[config.mk]
export PLATFORM = sky130hd
export DESIGN_NAME = noise_marker_flat
export DESIGN_NICKNAME = d
export VERILOG_FILES = /design/src/rtl/noise_pkg.sv /design/src/rtl/noise_marker_if.sv /design/src/rtl/noise_marker_abs_diff.sv /design/src/rtl/noise_marker.sv /design/src/flat_wrapper.sv
export SDC_FILE = /design/constraint.sdc
export NUM_CORES = 1
export LEC_CHECK = 0
export CAP_MARGIN = 10
export CELL_PAD_IN_SITES_DETAIL_PLACEMENT = 0
export CELL_PAD_IN_SITES_GLOBAL_PLACEMENT = 1
export CORE_MARGIN = 2
export CORE_UTILIZATION = 45
export CTS_BUF_LIST = sky130_fd_sc_hd__clkbuf_4 sky130_fd_sc_hd__clkbuf_8
export DETAILED_ROUTE_END_ITERATION = 8
export MAX_ROUTING_LAYER = met4
export PLACE_DENSITY = 0.85
export SYNTH_ARGS = -nofsm -noshare
export SYNTH_HDL_FRONTEND = slang
export SYNTH_SLANG_ARGS = --single-unit
[constraint.sdc]
create_clock -name clk -period 3.4 [get_ports clk]
set_input_delay 1.02 -clock clk [delete_from_list [all_inputs] [get_ports clk]]
set_output_delay 1.02 -clock clk [all_outputs]
set_load 0.01 [all_outputs]
[src/rtl/noise_pkg.sv]
// ============================================================================
// Module      : noise_pkg
// Description : Shared widths, threshold default and state encoding for the
//               impulse-noise marker.
// Revision    : 1.0 - initial release
// ============================================================================
`default_nettype none

package noise_pkg;

    localparam int DW_DEF     = 7;
    localparam int THRESH_DEF = 32;
    localparam int FLAG_BIT   = DW_DEF;

    typedef enum logic [0:0] {
        ST_EMPTY = 1'b0,
        ST_HELD  = 1'b1
    } state_t;

endpackage

`default_nettype wire

[src/rtl/noise_marker_if.sv]
// ============================================================================
// Module      : noise_marker_if
// Description : Sample-in / tagged-byte-out stream bundle for noise_marker.
// Revision    : 1.0 - initial release
// ============================================================================
`default_nettype none

interface noise_marker_if #(
    parameter int DW = 7
);
    logic          in_valid;
    logic [DW-1:0] in_data;
    logic          flush;
    logic          out_valid;
    logic [DW:0]   out_data;

    modport master (
        output in_valid,
        output in_data,
        output flush,
        input  out_valid,
        input  out_data
    );

    modport slave (
        input  in_valid,
        input  in_data,
        input  flush,
        output out_valid,
        output out_data
    );
endinterface

`default_nettype wire

[src/rtl/noise_marker_abs_diff.sv]
// ============================================================================
// Module      : abs_diff
// Description : Combinational |a-b| with sign of (a-b), unsigned operands.
// Revision    : 1.0 - initial release
// ============================================================================
`default_nettype none

module abs_diff #(
    parameter int DW = 7
) (
    input  wire logic [DW-1:0] a,
    input  wire logic [DW-1:0] b,
    output logic      [DW:0]   mag,
    output logic               neg
);
    logic signed [DW:0] w_diff;

    // One extra bit holds the full signed range of a difference of two
    // zero-extended DW-bit values, so no saturation is ever needed.
    assign w_diff = $signed({1'b0, a}) - $signed({1'b0, b});
    assign neg    = w_diff[DW];
    assign mag    = w_diff[DW] ? $unsigned(-w_diff) : $unsigned(w_diff);
endmodule

`default_nettype wire

[src/rtl/noise_marker.sv]
// ============================================================================
// Module      : noise_marker
// Description : Buffers a prev/cur/next sample window and tags isolated
//               spikes as impulse noise in bit DW of the output byte.
// Revision    : 1.0 - initial release
// ============================================================================
`default_nettype none

module noise_marker
    import noise_pkg::*;
#(
    parameter int DW     = DW_DEF,
    parameter int THRESH = THRESH_DEF
) (
    input  wire logic      clk,
    input  wire logic      rstn,
    noise_marker_if.slave  bus
);
    localparam logic [DW:0] C_THRESH = THRESH[DW:0];

    state_t        state_q,     state_d;
    logic [DW-1:0] prev_q,      prev_d;
    logic [DW-1:0] cur_q,       cur_d;
    logic          out_valid_q, out_valid_d;
    logic [DW:0]   out_data_q,  out_data_d;

    logic [DW-1:0] w_next;
    logic [DW:0]   w_mag_p, w_mag_n;
    logic          w_neg_p, w_neg_n;
    logic          w_flag;

    // A flush has no successor, so comparing cur with itself forces flag=0.
    assign w_next = bus.in_valid ? bus.in_data : cur_q;

    abs_diff #(.DW(DW)) u_diff_prev (
        .a   (cur_q),
        .b   (prev_q),
        .mag (w_mag_p),
        .neg (w_neg_p)
    );

    abs_diff #(.DW(DW)) u_diff_next (
        .a   (cur_q),
        .b   (w_next),
        .mag (w_mag_n),
        .neg (w_neg_n)
    );

    assign w_flag = (w_mag_p > C_THRESH) && (w_mag_n > C_THRESH) &&
                    (w_neg_p == w_neg_n);

    always_comb begin
        state_d     = state_q;
        prev_d      = prev_q;
        cur_d       = cur_q;
        out_valid_d = 1'b0;
        out_data_d  = out_data_q;
        case (state_q)
            ST_EMPTY: begin
                if (bus.in_valid) begin
                    cur_d   = bus.in_data;
                    prev_d  = bus.in_data;
                    state_d = ST_HELD;
                end
            end
            ST_HELD: begin
                // in_valid takes priority; a simultaneous flush is dropped.
                if (bus.in_valid) begin
                    out_valid_d = 1'b1;
                    out_data_d  = {w_flag, cur_q};
                    prev_d      = cur_q;
                    cur_d       = bus.in_data;
                end else if (bus.flush) begin
                    out_valid_d = 1'b1;
                    out_data_d  = {w_flag, cur_q};
                    state_d     = ST_EMPTY;
                end
            end
            default: state_d = ST_EMPTY;
        endcase
    end

    always_ff @(posedge clk or negedge rstn) begin
        if (!rstn) begin
            state_q     <= ST_EMPTY;
            prev_q      <= '0;
            cur_q       <= '0;
            out_valid_q <= 1'b0;
            out_data_q  <= '0;
        end else begin
            state_q     <= state_d;
            prev_q      <= prev_d;
            cur_q       <= cur_d;
            out_valid_q <= out_valid_d;
            out_data_q  <= out_data_d;
        end
    end

    assign bus.out_valid = out_valid_q;
    assign bus.out_data  = out_data_q;
endmodule

`default_nettype wire
[src/flat_wrapper.sv]
// flat-port wrapper written by rule: the top's interface ports become plain ports
module noise_marker_flat import noise_pkg::*;
#(
    parameter int DW     = DW_DEF,
    parameter int THRESH = THRESH_DEF
)
  (clk, rstn, bus_in_valid, bus_in_data, bus_flush, bus_out_valid, bus_out_data);
  noise_marker_if #(.DW(DW)) bus_i ();
  input  wire logic clk;
  input  wire logic rstn;
  input wire logic [$bits(bus_i.in_valid)-1:0] bus_in_valid;
  input wire logic [$bits(bus_i.in_data)-1:0] bus_in_data;
  input wire logic [$bits(bus_i.flush)-1:0] bus_flush;
  output wire logic [$bits(bus_i.out_valid)-1:0] bus_out_valid;
  output wire logic [$bits(bus_i.out_data)-1:0] bus_out_data;
  assign bus_i.in_valid = bus_in_valid;
  assign bus_i.in_data = bus_in_data;
  assign bus_i.flush = bus_flush;
  assign bus_out_valid = bus_i.out_valid;
  assign bus_out_data = bus_i.out_data;
  noise_marker #(.DW(DW), .THRESH(THRESH)) u_core (.clk(clk), .rstn(rstn), .bus(bus_i));
endmodule
Word-level counts from Yosys, hierarchy flattened
Index checks and enable logic that the tools add are counted.
{ "classes": {"n_reduce_logical": 5, "bitwise": 1, "magnitude_cmp": 2, "addsub": 4, "mux": 15, "eq_ne": 3} }
{ "op_table": {"columns": ["operator", "count"], "rows": [
  ["2-to-1 mux 8 bit", 4],
  ["2-to-1 mux 7 bit", 3],
  ["greater-than comparator 8 x 6 -> 1 bit, second input constant", 2],
  ["negator 8 bit", 2],
  ["subtractor 7 x 7 -> 8 bit", 2],
  ["one-hot mux 7 bit (2 select lines)", 1],
  ["2-to-1 mux 1 bit", 6],
  ["inequality test 2 bit, second input constant", 2],
  ["AND reduction 2 bit", 2],
  ["logical AND 1 bit", 2],
  ["one-hot mux 1 bit (2 select lines)", 1],
  ["nonzero test 2 bit", 1],
  ["== test 1 bit", 1],
  ["inverter 1 bit", 1]
]} }
{ "word_totals": {"register_bits": 24, "wordCells": 35, "input_bits": 11, "out_inout_bits": 9} }

Longest topological paths before layout
{ "logic_depth": {"word_depth": 9, "ltp_mapped": 15} }

Cells and area by module
From an unflattened synthesis, not the netlist that was laid out.
{ "hier_totals": {"cells_unflattened": 181, "hier_area_um2": 1855.5} }
{ "modules_own_cells": {"columns": ["mod", "instances", "area_each_um2", "cells_per_inst"], "rows": [
  ["noise_marker", 1, 1018.5, 77],
  ["abs_diff at u_core.u_diff_prev", 1, 429.2, 52],
  ["abs_diff at u_core.u_diff_next", 1, 407.9, 52]
]} }

Worst setup path before layout
No wires, ideal clock.
{ "synth_timing": {"path_type": "input to register", "from": "input port bus_in_valid", "to": "register u_core.out_data_q[7] (netlist: u_core.bus.out_data[7])", "arrival_time_ps": 3715, "stages": 14, "setup_slack_ps": -437, "setup_ps": 122, "cell_sequence": "clkbuf_1 > clkbuf_1 > nand2_1 > o21ai_0 > ha_1 > inv_1 > fa_1 > a211oi_2 > nor2_2 > xnor2_2 > or4b_1 > o21ai_0 > o221ai_1 > a32o_1"} }
{ "synth_between": {"elab_chain_cells": 9, "word_cells_on_any_way": 12} }
{ "synth_lines": {"columns": ["element", "line_no", "source"], "rows": [
  ["start, declared", "flat_wrapper.sv:11", "input wire logic [$bits(bus_i.in_valid)-1:0] bus_in_valid;"],
  ["2-to-1 mux 7 bit *", null, null],
  ["net u_core.cur_d[0]", "noise_marker.sv:23", "logic [DW-1:0] cur_q, cur_d;"],
  ["subtractor 7 x 7 -> 8 bit *", "noise_marker_abs_diff.sv:20", "assign w_diff = $signed({1'b0, a}) - $signed({1'b0, b});"],
  ["negator 8 bit", "noise_marker_abs_diff.sv:22", "assign mag = w_diff[DW] ? $unsigned(-w_diff) : $unsigned(w_diff);"],
  ["2-to-1 mux 8 bit", "noise_marker_abs_diff.sv:22", null],
  ["greater-than comparator 8 x 6 -> 1 bit", "noise_marker.sv:49", "assign w_flag = (w_mag_p > C_THRESH) && (w_mag_n > C_THRESH) &&"],
  ["logical AND 1 bit", "noise_marker.sv:49", null],
  ["logical AND 1 bit *", "noise_marker.sv:49", null],
  ["2-to-1 mux 8 bit", "noise_marker.sv:73", "end else if (bus.flush) begin"],
  ["2-to-1 mux 8 bit *", "noise_marker.sv:68", "if (bus.in_valid) begin"],
  ["end signal, assigned", "noise_marker.sv:95", "out_data_q <= out_data_d;"],
  ["end, declared", "noise_marker.sv:25", "logic [DW:0] out_data_q, out_data_d;"]
]} }
Mark *: on every way through the listed nets, which the timed path passes. The rest lies on a longest branch. The select of a mux whose other input is x is not followed.
A chain may end at the register's enable or synchronous reset.

Final worst setup path
{ "layout_timing": {"from": "input port bus_in_data[5]", "to": "register u_core.out_data_q[7] (netlist: u_core.bus.out_data[7])"} }
{ "layout_between": {"elab_chain_cells": 9, "word_cells_on_any_way": 10} }
{ "layout_lines": {"columns": ["element", "line_no", "source"], "rows": [
  ["start, declared", "flat_wrapper.sv:12", "input wire logic [$bits(bus_i.in_data)-1:0] bus_in_data;"],
  ["2-to-1 mux 7 bit *", null, null],
  ["subtractor 7 x 7 -> 8 bit *", "noise_marker_abs_diff.sv:20", null],
  ["negator 8 bit", "noise_marker_abs_diff.sv:22", null],
  ["2-to-1 mux 8 bit", "noise_marker_abs_diff.sv:22", null],
  ["greater-than comparator 8 x 6 -> 1 bit", "noise_marker.sv:49", null],
  ["logical AND 1 bit", "noise_marker.sv:49", null],
  ["logical AND 1 bit *", "noise_marker.sv:49", null],
  ["2-to-1 mux 8 bit", "noise_marker.sv:73", null],
  ["2-to-1 mux 8 bit *", "noise_marker.sv:68", null]
]} }
Mark *: on every way between the ends. The rest lies on a longest branch, timed or not. The select of a mux whose other input is x is not followed.

==> metrics.yaml <==
status:
  status: "finished clean"
drt:
  drtIter0Drc: 98
  drt-met1-wl_mm: 2.13
  wl_met2_mm: 2.25
  detail-route-antenna-nets: 0
  routed_wl_mm: 4.58
  met3WireLength_um: 143
  routedWlPerCell_um: 15.3
  via_per_inst: 5.39
  drc_errors: 0
  routed.top_layer: "met4"
  first_pass_iters: 4
  route.vias.total: 1612
worst_setup_path:
  cp_data_required_time_ns: 3.56
  r2r_slack_ns: 0.48
  crit_type: "input pin to flop"
  crit_arrival_ns: 3.45
  startpoint_type: "input pin"
  end_kind: "flop"
  max_stage_delay_ns: 0.44
  cp_slowest_cell: "clkdlybuf4s50_1"
  path_cells: "clkdlybuf4s50_1 > mux2i_1 > ha_1 > or3b_1 > o211ai_2 > a211o_4 > o41ai_4 > o221ai_2 > a32o_1"
  cp_max_fo: 5
logic_synthesis:
  synth_top_area_share_pct: 32.2
  yosysUniqueCellTypes: 47
  synth_most_common_cell: "dfrtp_1"
  syn-mean-instance-area_um2: 9.46
  yosys-top-cells-count: "24 x dfrtp_1, 23 x inv_1, 17 x nor2_1, 16 x ha_1, 14 x a21oi_1"
  syn_nets: 226
  ys_seq_area_share_pct: 32.2
  synthFlopType: "dfrtp_1"
  ys_seq_elements: 24
  synth_area_leaders: "dfrtp_1 32%, ha_1 11%, mux2i_1 7.0%, inv_1 4.6%, a21oi_1 3.8%"
  synth_edf_count: 0
  synthCells: 197
  ys_warn_count: 0
  async_flop_share_pct: 100
  syn_area_um2: 1860
  yosys.area.top_type: "dfrtp_1"
power:
  vdd.ir_drop.worst_uv: 307
  leakage_uw: 0.00125
  p_per_area_nw_per_um2: 513
die:
  start_util_pct: 46.6
  dieArea_um2: 4670
  fp.dieW_um: 68.4
  rows: 23
  io_pins: 20
  core_um2: 4000
  fp.dieH_um: 68.4
sta:
  setup_viol: 0
  worst_slack_ns: 0.110
  max-slew-margin-rel_pct: 68.6
  period_share_pct: 96.8
  drv_slew: 0
  finClkSkew_ns: 0.00399
  fin_crit_ns: 3.29
  worstMarginPinSlew_ns: 0.471
  rsz0062_at_grt: "yes"
  hold_violations: 0
  max_freq_ghz: 0.304
place:
  gp_congestion: 0.857
  dp_slack_ns: -0.565
  hpwl_mm: 3.23
  port_buffers: 19
  dp.cells: 288
clock_network:
  clock_sinks: 24
  cts_buffers: 3
  h-tree-depth: 1
  root_buffer: "clkbuf_8"
  clk_latency_ns: 0.27
  clock_path_buffers: 2
  clkTransAtPathRegs_ns: 0.09
  cts_tree: "yes"
final_layout:
  drive_gt1_share_pct: 34.1
  diodes: 0
  fin_nets: 279
  final_cells: 299
  area_growth_pct: 40.9
global_route:
  track_usage_pct: 20.4
  antenna_found_initial: 0
  gr-total-overflow: 0
  grt_pass1_vias: 1517
  grt_pass1_wl_mm: 6.91
  grt_max_degree: 25
job:
  drv_cap: 0
worst_hold_path:
  hp-class: "flop to flop"
==> worst paths after layout <==
kind | start | endpoint | cells past startpoint
min in group asynchronous | rstn | u_core.bus.out_data[0]$_DFFE_PN0P_ | 2
max in group asynchronous | rstn | u_core.cur_q[4]$_DFF_PN0_ | 2
worst min register to register | u_core.bus.out_data[0]$_DFFE_PN0P_ | u_core.bus.out_data[0]$_DFFE_PN0P_ | 2
worst min-delay path | u_core.bus.out_data[0]$_DFFE_PN0P_ | u_core.bus.out_data[0]$_DFFE_PN0P_ | 2
worst max register to register | u_core.cur_q[0]$_DFF_PN0_ | u_core.bus.out_data[7]$_DFFE_PN0P_ | 14
worst max-delay path | bus_in_data[5] | u_core.bus.out_data[7]$_DFFE_PN0P_ | 9
==> cells by family after synthesis <==
logic type,Yosys count,share of synthesized area (%)
AO/OA/AOI/OAI,49,19.6
multiplexers,19,10.6
AND/OR/NAND/NOR,50,14.0
adder cells (fa/ha/maj),18,12.9
XOR/XNOR,9,5.03
flip-flops,24,32.2
buffers and inverters,28,5.64
==> sequential cells by signal, indices dropped and copies added (netlist names) <==
register,cells
u_core.prev_q,7
u_core.cur_q,7
u_core.bus.out_data,8
u_core.state_q,1
u_core.bus.out_valid,1
==> layout by cell type (no fill, tap or decap), drive strengths merged, types with 2 or more instances in the layout <==
cell and n:
buf 35, dfrtp 24, inv 23, nor2 19, a21oi 16, ha 16, clkdlybuf4s50 14, mux2i 13
o21ai 12, nand2 7, xnor2 7, mux2 6, nand3 5, clkbuf 4, a21o 3, nand3b 3
and3 3, dlymetal6s2s 3, a211oi 3, nand4 3, nand2b 2, o21bai 2, xor2 2, a2111oi 2
nor4 2, nor3 2, fa 2
==> through the flow <==
| step | total power, uW | TNS [ns] | util [%] | cell area, um2 | hold WS [ns] |
|---|---|---|---|---|---|
| global route | 1440 | -0.0273 | 65.7 | 2630 | 0.524 |
| CTS | 1250 | 0 | 60.5 | 2420 | 0.501 |
| floorplan | 779 | -0.101 | - | 1890 | 0.489 |
| detailed placement | 985 | -0.565 | 57.7 | 2310 | 0.480 |
| finish | 1350 | 0 | 65.7 | 2630 | 0.492 |
| global placement | 976 | -0.491 | 57.7 | 2310 | 0.465 |
==> repair_timing <==
item	in CTS	in global routing
setup buffers	2	6
pin swaps	8	18
gates resized for setup	14	35
setup endpoints to repair	1	1
hold buffers	0	0
==> report_power, final <==
group          total, uW  internal [uW]  switching (uW)
clock                254            158            96.4
sequential           362            325            36.8
combinational        732            370             362
total               1350            852             495
==> critical path: cells and delay by family <==
kind | cells | cell delay, ns
AOI/OAI and AO/OA | 5 | 1.20
buffers and inverters | 1 | 0.44
muxes | 1 | 0.24
and+or+nand+nor | 1 | 0.21
adders and majority gates | 1 | 0.34
==> cell type report <==
class	instances	area [um2]
fillers	297	1370
multi-input cells	145	1340
flip-flops and latches	24	601
repair buffers	53	462
inverters	23	86.3
well taps	50	62.6
clock buffers	3	41.3
clock inverters	1	30.0
==> per-layer routing <==
layer,global-route usage (%),up-vias
met1,27.5,763
met3,2.47,7
met2,33.0,30
met4,4.50,0
met5,-,-
li1,-,812
(Power assumes the default switching activity.)
